`config.mk`:
```
export PLATFORM = sky130hd
export DESIGN_NAME = collision_detector
export DESIGN_NICKNAME = d
export VERILOG_FILES = /design/src/rtl/collision_detector.sv
export SDC_FILE = /design/constraint.sdc
export NUM_CORES = 1
export LEC_CHECK = 0
export ABC_CLOCK_PERIOD_IN_PS = 4100
export BUFFER_PORTS_ARGS = -buffer_cell sky130_fd_sc_hd__buf_2
export CORE_ASPECT_RATIO = 1.1
export CORE_MARGIN = 2
export CORE_UTILIZATION = 55
export CTS_CLUSTER_DIAMETER = 50
export DETAILED_ROUTE_END_ITERATION = 10
export GPL_TIMING_DRIVEN = 0
export PLACE_DENSITY = 0.8
export SYNTH_ARGS = -nofsm -noshare
export SYNTH_HDL_FRONTEND = slang
export SYNTH_SLANG_ARGS = --single-unit
```
`constraint.sdc`:
```
create_clock -name clk -period 4.1 [get_ports clk]
set_input_delay 0.205 -clock clk [delete_from_list [all_inputs] [get_ports clk]]
set_output_delay 0.205 -clock clk [all_outputs]
set_load 0.01 [all_outputs]
```
`src/rtl/collision_detector.sv`:
```
// Pong collision/score controller: watches ball moves, pulses paddle/wall bounces,
// detects goals, keeps score and sequences serve / play / game-over.
module collision_detector #(
  parameter int unsigned FIELD_H   = 64,
  parameter int unsigned COORD_W   = 6,
  parameter int unsigned PADDLE_H  = 8,
  parameter int unsigned LPAD_X    = 2,
  parameter int unsigned RPAD_X    = 61,
  parameter int unsigned WIN_SCORE = 7,
  parameter int unsigned HOLDOFF   = 3
) (
  input  logic               clk,
  input  logic               reset,
  input  logic               pos_valid,
  input  logic [COORD_W-1:0] bx,
  input  logic [COORD_W-1:0] by,
  input  logic [COORD_W-1:0] lpad_y,
  input  logic [COORD_W-1:0] rpad_y,
  input  logic               serve_ack,
  output logic               paddle_collision,
  output logic               wall_collision,
  output logic               goal_left,
  output logic               goal_right,
  output logic [3:0]         score_l,
  output logic [3:0]         score_r,
  output logic               serve_req,
  output logic               game_over
);

  localparam int unsigned HW = (HOLDOFF < 1) ? 1 : $clog2(HOLDOFF + 1);
  localparam int unsigned EW = COORD_W + 1;

  typedef enum logic [1:0] {IDLE, SERVE, PLAY, OVER} state_t;

  state_t        state_q, state_d;
  logic [HW-1:0] phold_q, phold_d, whold_q, whold_d;
  logic          paddle_q, paddle_d, wall_q, wall_d;
  logic          gl_q, gl_d, gr_q, gr_d;
  logic [3:0]    score_l_q, score_l_d, score_r_q, score_r_d;

  logic l_ov, r_ov, l_hit, r_hit, w_hit, l_goal, r_goal;

  // Paddle bottom row is computed one bit wider so a low paddle clips instead of wrapping.
  always_comb begin
    l_ov   = (by >= lpad_y) &&
             ({1'b0, by} <= ({1'b0, lpad_y} + EW'(PADDLE_H - 1)));
    r_ov   = (by >= rpad_y) &&
             ({1'b0, by} <= ({1'b0, rpad_y} + EW'(PADDLE_H - 1)));
    l_hit  = (bx <= COORD_W'(LPAD_X)) && l_ov && (phold_q == '0);
    r_hit  = (bx >= COORD_W'(RPAD_X)) && r_ov && (phold_q == '0);
    w_hit  = ((by == '0) || (by == COORD_W'(FIELD_H - 1))) && (whold_q == '0);
    l_goal = (bx == '0) && !l_ov;
    r_goal = (bx == '1) && !r_ov;
  end

  always_comb begin
    state_d   = state_q;
    phold_d   = phold_q;
    whold_d   = whold_q;
    paddle_d  = 1'b0;
    wall_d    = 1'b0;
    gl_d      = 1'b0;
    gr_d      = 1'b0;
    score_l_d = score_l_q;
    score_r_d = score_r_q;
    case (state_q)
      IDLE:  state_d = SERVE;
      SERVE: begin
        if (serve_ack) begin
          state_d = PLAY;
          phold_d = '0;
          whold_d = '0;
        end
      end
      PLAY: begin
        if (pos_valid) begin
          if (phold_q != '0) phold_d = phold_q - HW'(1);
          if (whold_q != '0) whold_d = whold_q - HW'(1);
          if (l_goal) begin
            gl_d = 1'b1;
            if (score_r_q < 4'(WIN_SCORE)) score_r_d = score_r_q + 4'd1;
            state_d = (score_r_d == 4'(WIN_SCORE)) ? OVER : SERVE;
          end else if (r_goal) begin
            gr_d = 1'b1;
            if (score_l_q < 4'(WIN_SCORE)) score_l_d = score_l_q + 4'd1;
            state_d = (score_l_d == 4'(WIN_SCORE)) ? OVER : SERVE;
          end else begin
            if (l_hit || r_hit) begin
              paddle_d = 1'b1;
              phold_d  = HW'(HOLDOFF);
            end
            if (w_hit) begin
              wall_d  = 1'b1;
              whold_d = HW'(HOLDOFF);
            end
          end
        end
      end
      OVER:    state_d = OVER;
      default: state_d = IDLE;
    endcase
  end

  always_ff @(posedge clk or posedge reset) begin
    if (reset) begin
      state_q   <= IDLE;
      phold_q   <= '0;
      whold_q   <= '0;
      paddle_q  <= 1'b0;
      wall_q    <= 1'b0;
      gl_q      <= 1'b0;
      gr_q      <= 1'b0;
      score_l_q <= '0;
      score_r_q <= '0;
    end else begin
      state_q   <= state_d;
      phold_q   <= phold_d;
      whold_q   <= whold_d;
      paddle_q  <= paddle_d;
      wall_q    <= wall_d;
      gl_q      <= gl_d;
      gr_q      <= gr_d;
      score_l_q <= score_l_d;
      score_r_q <= score_r_d;
    end
  end

  assign paddle_collision = paddle_q;
  assign wall_collision   = wall_q;
  assign goal_left        = gl_q;
  assign goal_right       = gr_q;
  assign score_l          = score_l_q;
  assign score_r          = score_r_q;
  assign serve_req        = (state_q == SERVE);
  assign game_over        = (state_q == OVER);

endmodule

```
==> impl_metrics.prom, run 1 <==
# TYPE chip_impl_metric gauge
chip_impl_metric{name="max-slew-margin-rel",unit="%"} 55.9
chip_impl_metric{name="ios",unit=""} 42
chip_impl_metric{name="share_of_total_power_in_combinational_logic",unit="%"} 34.2
chip_impl_metric{name="synthesized_nets",unit=""} 232
chip_impl_metric{name="drv_slew",unit=""} 0
chip_impl_metric{name="clockBufferDepth",unit=""} 2
chip_impl_metric{name="floorplan.rows",unit=""} 20
chip_impl_info{name="synth_top_cell_by_area",value="dfrtp_1"} 1
chip_impl_metric{name="cts.htree.levels",unit=""} 1
chip_impl_metric{name="post_synthesis_cell_area",unit="µm²"} 1630
chip_impl_metric{name="power.static_leakage",unit="nW"} 1.05
chip_impl_metric{name="antenna-diode-count",unit=""} 0
chip_impl_metric{name="number_of_maximum_capacitance_violations",unit=""} 0
chip_impl_metric{name="grt_pass1_wl",unit="µm"} 5880
chip_impl_info{name="cts_tree",value="built"} 1
chip_impl_metric{name="fin_area",unit="µm²"} 1920
chip_impl_metric{name="postLayoutCoreUtil",unit="%"} 68.3
chip_impl_metric{name="die-area",unit="µm²"} 3420
chip_impl_metric{name="post_synthesis_to_final_layout_area_growth",unit="%"} 17.3
chip_impl_metric{name="critical_path.max_stage_delay",unit="ns"} 0.38
chip_impl_info{name="main_combinational_cell_family_by_area_after_synthesis",value="compound AO/OA/AOI/OAI gates"} 1
chip_impl_metric{name="yosys.area_share.simple",unit="%"} 18.2
chip_impl_info{name="outcome",value="complete, but fails checks"} 1
chip_impl_metric{name="worst_skew_pair.late_latency",unit="ns"} 0.28
chip_impl_metric{name="ant_nets",unit=""} 0
chip_impl_metric{name="sinks_on_the_clock_net",unit=""} 18
chip_impl_metric{name="worst_setup_hold_path_clk_slew",unit="ns"} 0.10
chip_impl_metric{name="skew",unit="ns"} 0.00653
chip_impl_metric{name="avgSynthCellArea",unit="µm²"} 9.28
chip_impl_metric{name="grt_overflow_total",unit=""} 0
chip_impl_info{name="timing.critical_path.from_type",value="input port"} 1
chip_impl_info{name="endpoint_kind",value="register"} 1
chip_impl_metric{name="layout_worst_path_cycle_share",unit="%"} 63.1
chip_impl_metric{name="post_synth_inst_count",unit=""} 176
chip_impl_metric{name="crit_fanout",unit=""} 5
chip_impl_info{name="failed_checks",value="negative hold slack"} 1
chip_impl_metric{name="synth-xor-area-share",unit="%"} 5.90
chip_impl_metric{name="synth-seq-cells",unit=""} 18
chip_impl_metric{name="cts_bufs_inserted",unit=""} 3
chip_impl_metric{name="initial_utilization",unit="%"} 58.3
chip_impl_info{name="type_of_the_most_critical_hold_path",value="input port to async pin"} 1
chip_impl_metric{name="ys_warn_count",unit=""} 0
chip_impl_metric{name="drtIter0Drc",unit=""} 56
chip_impl_metric{name="hpwl_after_dpl",unit="µm"} 2810
chip_impl_metric{name="cell_internal_pwr",unit="W"} 0.000324
chip_impl_metric{name="multiplexer_fraction_of_the_synthesized_cell_area",unit="%"} 1.61
chip_impl_metric{name="gr-usage-all-layers",unit="%"} 21.5
chip_impl_info{name="timing.critical_path.cells",value="buf_2, inv_1, ha_1, nor2b_1, nor2_1, xnor2_1, ha_1, nand3_1, a21o_1, a21oi_1, o2111ai_2, a2111oi_4, mux2_1"} 1
chip_impl_metric{name="hold-worst-slack",unit="ns"} -0.00449
chip_impl_metric{name="fp.dieW",unit="µm"} 56.0
chip_impl_info{name="grt_setup_unrepaired",value="false"} 1
chip_impl_metric{name="period_needed",unit="ns"} 2.59
chip_impl_metric{name="power_switching",unit="W"} 0.000160
chip_impl_metric{name="setup_viol",unit=""} 0
chip_impl_metric{name="wl_per_cell",unit="µm"} 13.2
chip_impl_info{name="cpMostUsedCell",value="ha_1"} 1
chip_impl_metric{name="synth_sequential_area_ratio",unit="%"} 27.6
chip_impl_metric{name="power.ir.vdd_worst",unit="mV"} 0.217
chip_impl_metric{name="ctsResizeCount",unit=""} 0
chip_impl_metric{name="drcViolationCount",unit=""} 0
chip_impl_metric{name="cp_data_arrival_time",unit="ns"} 2.76
chip_impl_metric{name="number_of_endpoints_with_negative_hold_slack_in_the_final_report",unit=""} 10
chip_impl_metric{name="placed_cell_area",unit="µm²"} 1880
chip_impl_metric{name="post_synth_num_cell_types",unit=""} 37
chip_impl_metric{name="clock_power_share",unit="%"} 21.6
chip_impl_metric{name="grt_start_max_net_pins",unit=""} 19
chip_impl_metric{name="yosysTopAreaCellShare",unit="%"} 27.6
chip_impl_metric{name="timing.critical_path.required",unit="ns"} 4.27
chip_impl_info{name="timing_worst_setup_path_type",value="input port to register"} 1
chip_impl_metric{name="gpl.final_weighted_congestion",unit=""} 0.771
chip_impl_metric{name="grt_antenna_before_repair",unit=""} 0
chip_impl_info{name="cell_at_the_slowest_stage_of_the_critical_path",value="a2111oi_4"} 1
chip_impl_metric{name="yosys.area_share.adder",unit="%"} 21.5
chip_impl_metric{name="dieHeight",unit="µm"} 61.1
chip_impl_metric{name="power.sequential.fraction",unit="%"} 44.1
chip_impl_metric{name="via_count_of_the_first_global_routing_pass",unit=""} 1483
chip_impl_metric{name="io_buffers",unit=""} 41
chip_impl_info{name="clock_tree.root_cell",value="clkbuf_4"} 1
chip_impl_metric{name="routed_wirelength",unit="µm"} 3350
chip_impl_metric{name="synth-compound-area-share",unit="%"} 21.5
chip_impl_metric{name="timing_worst_slew_pin_value",unit="ns"} 0.660
chip_impl_metric{name="via_per_inst",unit=""} 5.81
chip_impl_metric{name="cts.repair_timing.setup_buffer_count",unit=""} 0
chip_impl_metric{name="layout_cells_sized_above_1",unit="%"} 24.4
chip_impl_metric{name="core",unit="µm²"} 2800
chip_impl_metric{name="vias",unit=""} 1475
chip_impl_metric{name="power_switching_share",unit="%"} 33.0
chip_impl_metric{name="dpl_worst_slack",unit="ns"} 1.21
chip_impl_metric{name="finish.net_count",unit=""} 278
chip_impl_metric{name="cts-hold-fix-buffers",unit=""} 0
chip_impl_metric{name="maxClockFrequency",unit="MHz"} 386
chip_impl_metric{name="power-per-cell-area",unit="nW/µm²"} 253
chip_impl_metric{name="timing.final.ws_setup",unit="ns"} 1.51
chip_impl_info{name="post_synth_main_area_contributors",value="dfrtp_1, ha_1, a21o_1"} 1
chip_impl_metric{name="drt_first_pass_iters",unit=""} 4
chip_impl_metric{name="setup-tns-final",unit="ns"} 0
synth_stat cells:
| cell | n |
|---|---|
| ha_1 | 28 |
| dfrtp_1 | 18 |
| inv_1 | 16 |
| a21oi_1 | 12 |
| a21o_1 | 10 |
| nand3_1 | 10 |
| nor2_1 | 10 |
| nand2_1 | 9 |
| xnor2_1 | 8 |
| nor2b_1 | 5 |
| o22ai_1 | 5 |
| nand3b_1 | 4 |
| nor3_1 | 4 |
| o21ai_0 | 4 |
| nand4_1 | 3 |
| xor2_1 | 3 |
| a2111oi_4 | 2 |
| a22oi_1 | 2 |
| a31oi_1 | 2 |
| and2_1 | 2 |
| o21a_1 | 2 |
| or3_1 | 2 |
| a2111oi_0 | 1 |
| a21boi_0 | 1 |
| a31o_2 | 1 |
| a41o_1 | 1 |
| and3_1 | 1 |
| and4_2 | 1 |
| mux2_1 | 1 |
| mux2_4 | 1 |
| nor3_2 | 1 |
| nor3b_1 | 1 |
| nor4_1 | 1 |
| o2111ai_2 | 1 |
| o21ai_2 | 1 |
| o31a_1 | 1 |
| or4_4 | 1 |
cell usage in the layout, fill, tap and decap left out, types with 2 or more instances in the layout:
cell and instances:
o21ai_0 4, a21oi_1 12, nor2b_1 5, nand3_1 10, a2111oi_4 2, o22ai_1 5
inv_1 16, nor3_1 4, dfrtp_1 18, nand2_1 9, ha_1 28, a31oi_1 2
nor2_1 10, buf_2 41, or3_1 2, nand3b_1 4, xor2_1 3, o21a_1 2
and2_1 2, xnor2_1 8, nand4_1 3, clkbuf_4 3, a22oi_1 2, a21o_1 10
flip-flops by register name, indices dropped and copies added, names as in the netlist:
| name | cells |
|---|---|
| wall_collision | 1 |
| score_l | 4 |
| goal_right | 1 |
| score_r | 4 |
| goal_left | 1 |
| state_q | 2 |
| paddle_collision | 1 |
| phold_q | 2 |
| whold_q | 2 |
cells by family after synthesis:
group,after synthesis
muxes,2
xor gates and xnor gates,11
adders and majority gates,28
buffers and inverters,16
DFF,18
and+or+nand+nor,55
AOI/OAI and AO/OA,46
per-layer routing:
layer  global-route usage, %  share of wire (%)  vias up
met1                    23.9                 40      675
met5                       0                  0        -
li1                        -                  -      739
met4                    11.9                2.3        0
met3                    1.89                5.3        8
met2                    41.7                 53       53
worst max-delay path, delay by kind of cell:
kind / cells / cell delay, ns
buffers and inverters: 2 / 0.19
muxes: 1 / 0.36
and+or+nand+nor: 3 / 0.36
AOI/OAI and AO/OA: 4 / 1.04
xor gates and xnor gates: 1 / 0.13
adders and majority gates: 2 / 0.47
per-stage QoR:
stage	power (W)	cells
3_5_place_dp	0.000383	250
3_3_place_gp	0.000370	250
6_report	0.000484	254
2_1_floorplan	0.000326	176
4_1_cts	0.000488	254
5_1_grt	0.000524	254
layout make-up:
class	count	area [µm²]
Clock buffer	4	36.3
Fill cell	234	887
Inverter	16	60.1
Multi-Input combinational cell	142	1120
Sequential cell	18	450
Tap cell	33	41.3
Timing Repair Buffer	41	205
power groups by stage:
stage / sequential [W] / combinational (W) / clock (W)
after CTS: 0.000213 / 0.000167 / 0.000108
after global placement: 0.000214 / 0.000156 / 0
after floorplan: 0.000214 / 0.000113 / 0
after detailed placement: 0.000216 / 0.000166 / 0
final: 0.000213 / 0.000166 / 0.000105
after global routing: 0.000218 / 0.000191 / 0.000116
final timing paths:
kind                             from          endpoint  slack, ns  depth (start not counted)
min in group clk            serve_ack        state_q[1]       0.30                          3
hold / removal                  reset        score_r[1]     -0.004                          2
setup reg to reg           state_q[0]        score_l[1]       2.26                          4
hold reg to reg            phold_q[1]  paddle_collision       0.49                          1
setup / recovery            rpad_y[0]        score_l[1]       1.51                         13
max in group asynchronous       reset        score_l[0]       3.68                          2
(Power assumes the default switching activity.)
==> run 2, diff against run 1 <==
==> config.mk (replaced) <==
export PLATFORM = sky130hd
export DESIGN_NAME = collision_detector
export DESIGN_NICKNAME = d
export VERILOG_FILES = /design/src/rtl/collision_detector.sv
export SDC_FILE = /design/constraint.sdc
export NUM_CORES = 1
export LEC_CHECK = 0
export ABC_CLOCK_PERIOD_IN_PS = 2340
export BUFFER_PORTS_ARGS = -buffer_cell sky130_fd_sc_hd__buf_2
export CORE_ASPECT_RATIO = 1.1
export CORE_MARGIN = 2
export CORE_UTILIZATION = 48
export CTS_CLUSTER_DIAMETER = 50
export DETAILED_ROUTE_END_ITERATION = 10
export GPL_TIMING_DRIVEN = 0
export PLACE_DENSITY = 0.74
export SYNTH_ARGS = -nofsm -noshare
export SYNTH_HDL_FRONTEND = slang
export SYNTH_SLANG_ARGS = --single-unit
==> constraint.sdc (replaced) <==
create_clock -name clk -period 2.34 [get_ports clk]
set_input_delay 0.117 -clock clk [delete_from_list [all_inputs] [get_ports clk]]
set_output_delay 0.117 -clock clk [all_outputs]
set_load 0.01 [all_outputs]
==> impl_metrics.prom, run 2 (synthesized netlist as in run 1, its figures left out) <==
# TYPE chip_impl_metric gauge
chip_impl_info{name="outcome",value="finished, final reports clean"} 1
chip_impl_metric{name="grt_pass1_wl",unit="µm"} 5420
chip_impl_metric{name="grt_start_max_net_pins",unit=""} 19
chip_impl_metric{name="max-slew-margin-rel",unit="%"} 56.4
chip_impl_metric{name="power.ir.vdd_worst",unit="mV"} 0.175
chip_impl_metric{name="die-area",unit="µm²"} 3880
chip_impl_metric{name="placed_cell_area",unit="µm²"} 1880
chip_impl_metric{name="worst_setup_hold_path_clk_slew",unit="ns"} 0.10
chip_impl_metric{name="sinks_on_the_clock_net",unit=""} 18
chip_impl_info{name="clock_tree.root_cell",value="clkbuf_4"} 1
chip_impl_info{name="timing_worst_setup_path_type",value="input port to register"} 1
chip_impl_metric{name="r2r_cells",unit=""} 4
chip_impl_metric{name="antenna-diode-count",unit=""} 0
chip_impl_metric{name="number_of_maximum_capacitance_violations",unit=""} 0
chip_impl_metric{name="hpwl_after_dpl",unit="µm"} 2600
chip_impl_metric{name="initial_utilization",unit="%"} 49.4
chip_impl_info{name="whs_endpoint",value="state_q[1]"} 1
chip_impl_metric{name="clockBufferDepth",unit=""} 2
chip_impl_info{name="regToRegStartpoint",value="state_q[0]"} 1
chip_impl_metric{name="post_synthesis_to_final_layout_area_growth",unit="%"} 20.8
chip_impl_info{name="layout.cells.most_common",value="buf_2"} 1
chip_impl_metric{name="cts.htree.levels",unit=""} 1
chip_impl_metric{name="drcViolationCount",unit=""} 0
chip_impl_metric{name="vias",unit=""} 1420
chip_impl_metric{name="ant_nets",unit=""} 0
chip_impl_info{name="timing.hold.worst.start",value="serve_ack"} 1
chip_impl_metric{name="io_buffers",unit=""} 41
chip_impl_metric{name="gpl.final_weighted_congestion",unit=""} 0.845
chip_impl_metric{name="power-per-cell-area",unit="nW/µm²"} 434
chip_impl_metric{name="drtIter0Drc",unit=""} 42
chip_impl_info{name="endpoint_kind",value="register"} 1
chip_impl_metric{name="drv_slew",unit=""} 0
chip_impl_metric{name="gr-usage-all-layers",unit="%"} 17.6
chip_impl_info{name="type_of_the_most_critical_hold_path",value="input port to register"} 1
chip_impl_metric{name="period_needed",unit="ns"} 2.23
chip_impl_metric{name="worst_hold_path.num_cells",unit=""} 3
chip_impl_info{name="cts_tree",value="built"} 1
chip_impl_info{name="grt_setup_unrepaired",value="false"} 1
chip_impl_metric{name="fin_area",unit="µm²"} 1970
chip_impl_metric{name="skew",unit="ns"} 0.00508
chip_impl_metric{name="worst-r2r-setup-slack",unit="ns"} 0.62
chip_impl_info{name="timing.critical_path.from_type",value="input port"} 1
chip_impl_metric{name="layout_worst_path_cycle_share",unit="%"} 95.2
chip_impl_metric{name="cp_data_arrival_time",unit="ns"} 2.40
chip_impl_metric{name="crit_fanout",unit=""} 3
chip_impl_metric{name="dieHeight",unit="µm"} 65.2
chip_impl_metric{name="grt_antenna_before_repair",unit=""} 0
chip_impl_info{name="crit-reg2reg-capture",value="score_r[1]"} 1
chip_impl_metric{name="cts_bufs_inserted",unit=""} 3
chip_impl_metric{name="fp.dieW",unit="µm"} 59.6
chip_impl_metric{name="grt_overflow_total",unit=""} 0
chip_impl_metric{name="timing.critical_path.required",unit="ns"} 2.52
chip_impl_metric{name="wl_per_cell",unit="µm"} 12.1
chip_impl_metric{name="hold-worst-slack",unit="ns"} 0.112
chip_impl_metric{name="routed_wirelength",unit="µm"} 3140
chip_impl_metric{name="setup_viol",unit=""} 0
chip_impl_metric{name="floorplan.rows",unit=""} 22
chip_impl_metric{name="number_of_endpoints_with_negative_hold_slack_in_the_final_report",unit=""} 0
chip_impl_metric{name="ios",unit=""} 42
chip_impl_metric{name="via_count_of_the_first_global_routing_pass",unit=""} 1318
chip_impl_metric{name="drt_first_pass_iters",unit=""} 4
chip_impl_metric{name="worst_skew_pair.late_latency",unit="ns"} 0.29
chip_impl_metric{name="core",unit="µm²"} 3300
chip_impl_metric{name="power.static_leakage",unit="nW"} 1.07
chip_impl_info{name="most-common-layout-cells",value="buf_2, ha_1, dfrtp_1"} 1
chip_impl_metric{name="maxClockFrequency",unit="MHz"} 449
chip_impl_metric{name="finish.net_count",unit=""} 281
chip_impl_metric{name="timing_worst_slew_pin_value",unit="ns"} 0.653
chip_impl_metric{name="via_per_inst",unit=""} 5.46
chip_impl_metric{name="layout_cells_sized_above_1",unit="%"} 28.1
## run 2: worst max-delay path: stages
cell,delay [ns]
buf_2,0.11
inv_1,0.07
ha_2,0.19
nor2b_4,0.15
nor2_2,0.05
xnor2_1,0.12
ha_1,0.30
nand3_2,0.08
a21o_1,0.16
a21oi_2,0.18
o2111ai_2,0.18
a2111oi_4,0.35
mux2_4,0.33
## run 2: through the flow
step           setup TNS [ns]  worst slack, ns  power, W  utilization (%)  cells
6_report                    0            0.113  0.000855             59.7    260
5_1_grt                     0         0.000586  0.000928             59.7    260
4_1_cts                     0           0.0371  0.000858             58.8    259
3_5_place_dp            -1.45           -0.367  0.000666             57.0    253
3_3_place_gp            -1.23           -0.345  0.000658             57.0    253
2_1_floorplan               0           0.0276  0.000572                -    176
## run 2: power breakdown
part / total (W) / switching, W / internal (W)
Sequential: 0.000372 / 0.0000312 / 0.000341
Clock: 0.000186 / 0.0000915 / 0.0000947
Combinational: 0.000297 / 0.000159 / 0.000138
Total: 0.000855 / 0.000282 / 0.000574
## run 2: what timing repair did
action,4_1_cts,5_1_grt
setup endpoints to repair,1,6
pin swaps,1,5
resized for setup,1,7
endpoints found under the hold margin,18,0
hold buffers,1,0
setup buffers,1,1
## run 2: metal layers
metal | track usage, % | wire length (µm)
met5 | 0 | 0
met1 | 20.5 | 1390
met3 | 1.18 | 98
met2 | 33.5 | 1620
met4 | 5.00 | 23
## run 2: how the worst max path moves through the flow
stage,cells after the start,startpoint,endpoint
global placement,13,rpad_y[0],score_l[1]
global route,13,rpad_y[0],score_l[1]
detailed placement,13,rpad_y[0],score_l[1]
floorplan,10,rpad_y[3],score_l[1]
finish,13,rpad_y[0],score_l[1]
CTS,13,lpad_y[0],score_r[1]
## run 2: area by class of cell
cell class	instances	area, µm²
Timing Repair Buffer	44	230
Clock buffer	4	36.3
Multi-Input combinational cell	142	1150
Fill cell	317	1330
Sequential cell	18	450
Tap cell	36	45.0
Inverter	16	60.1
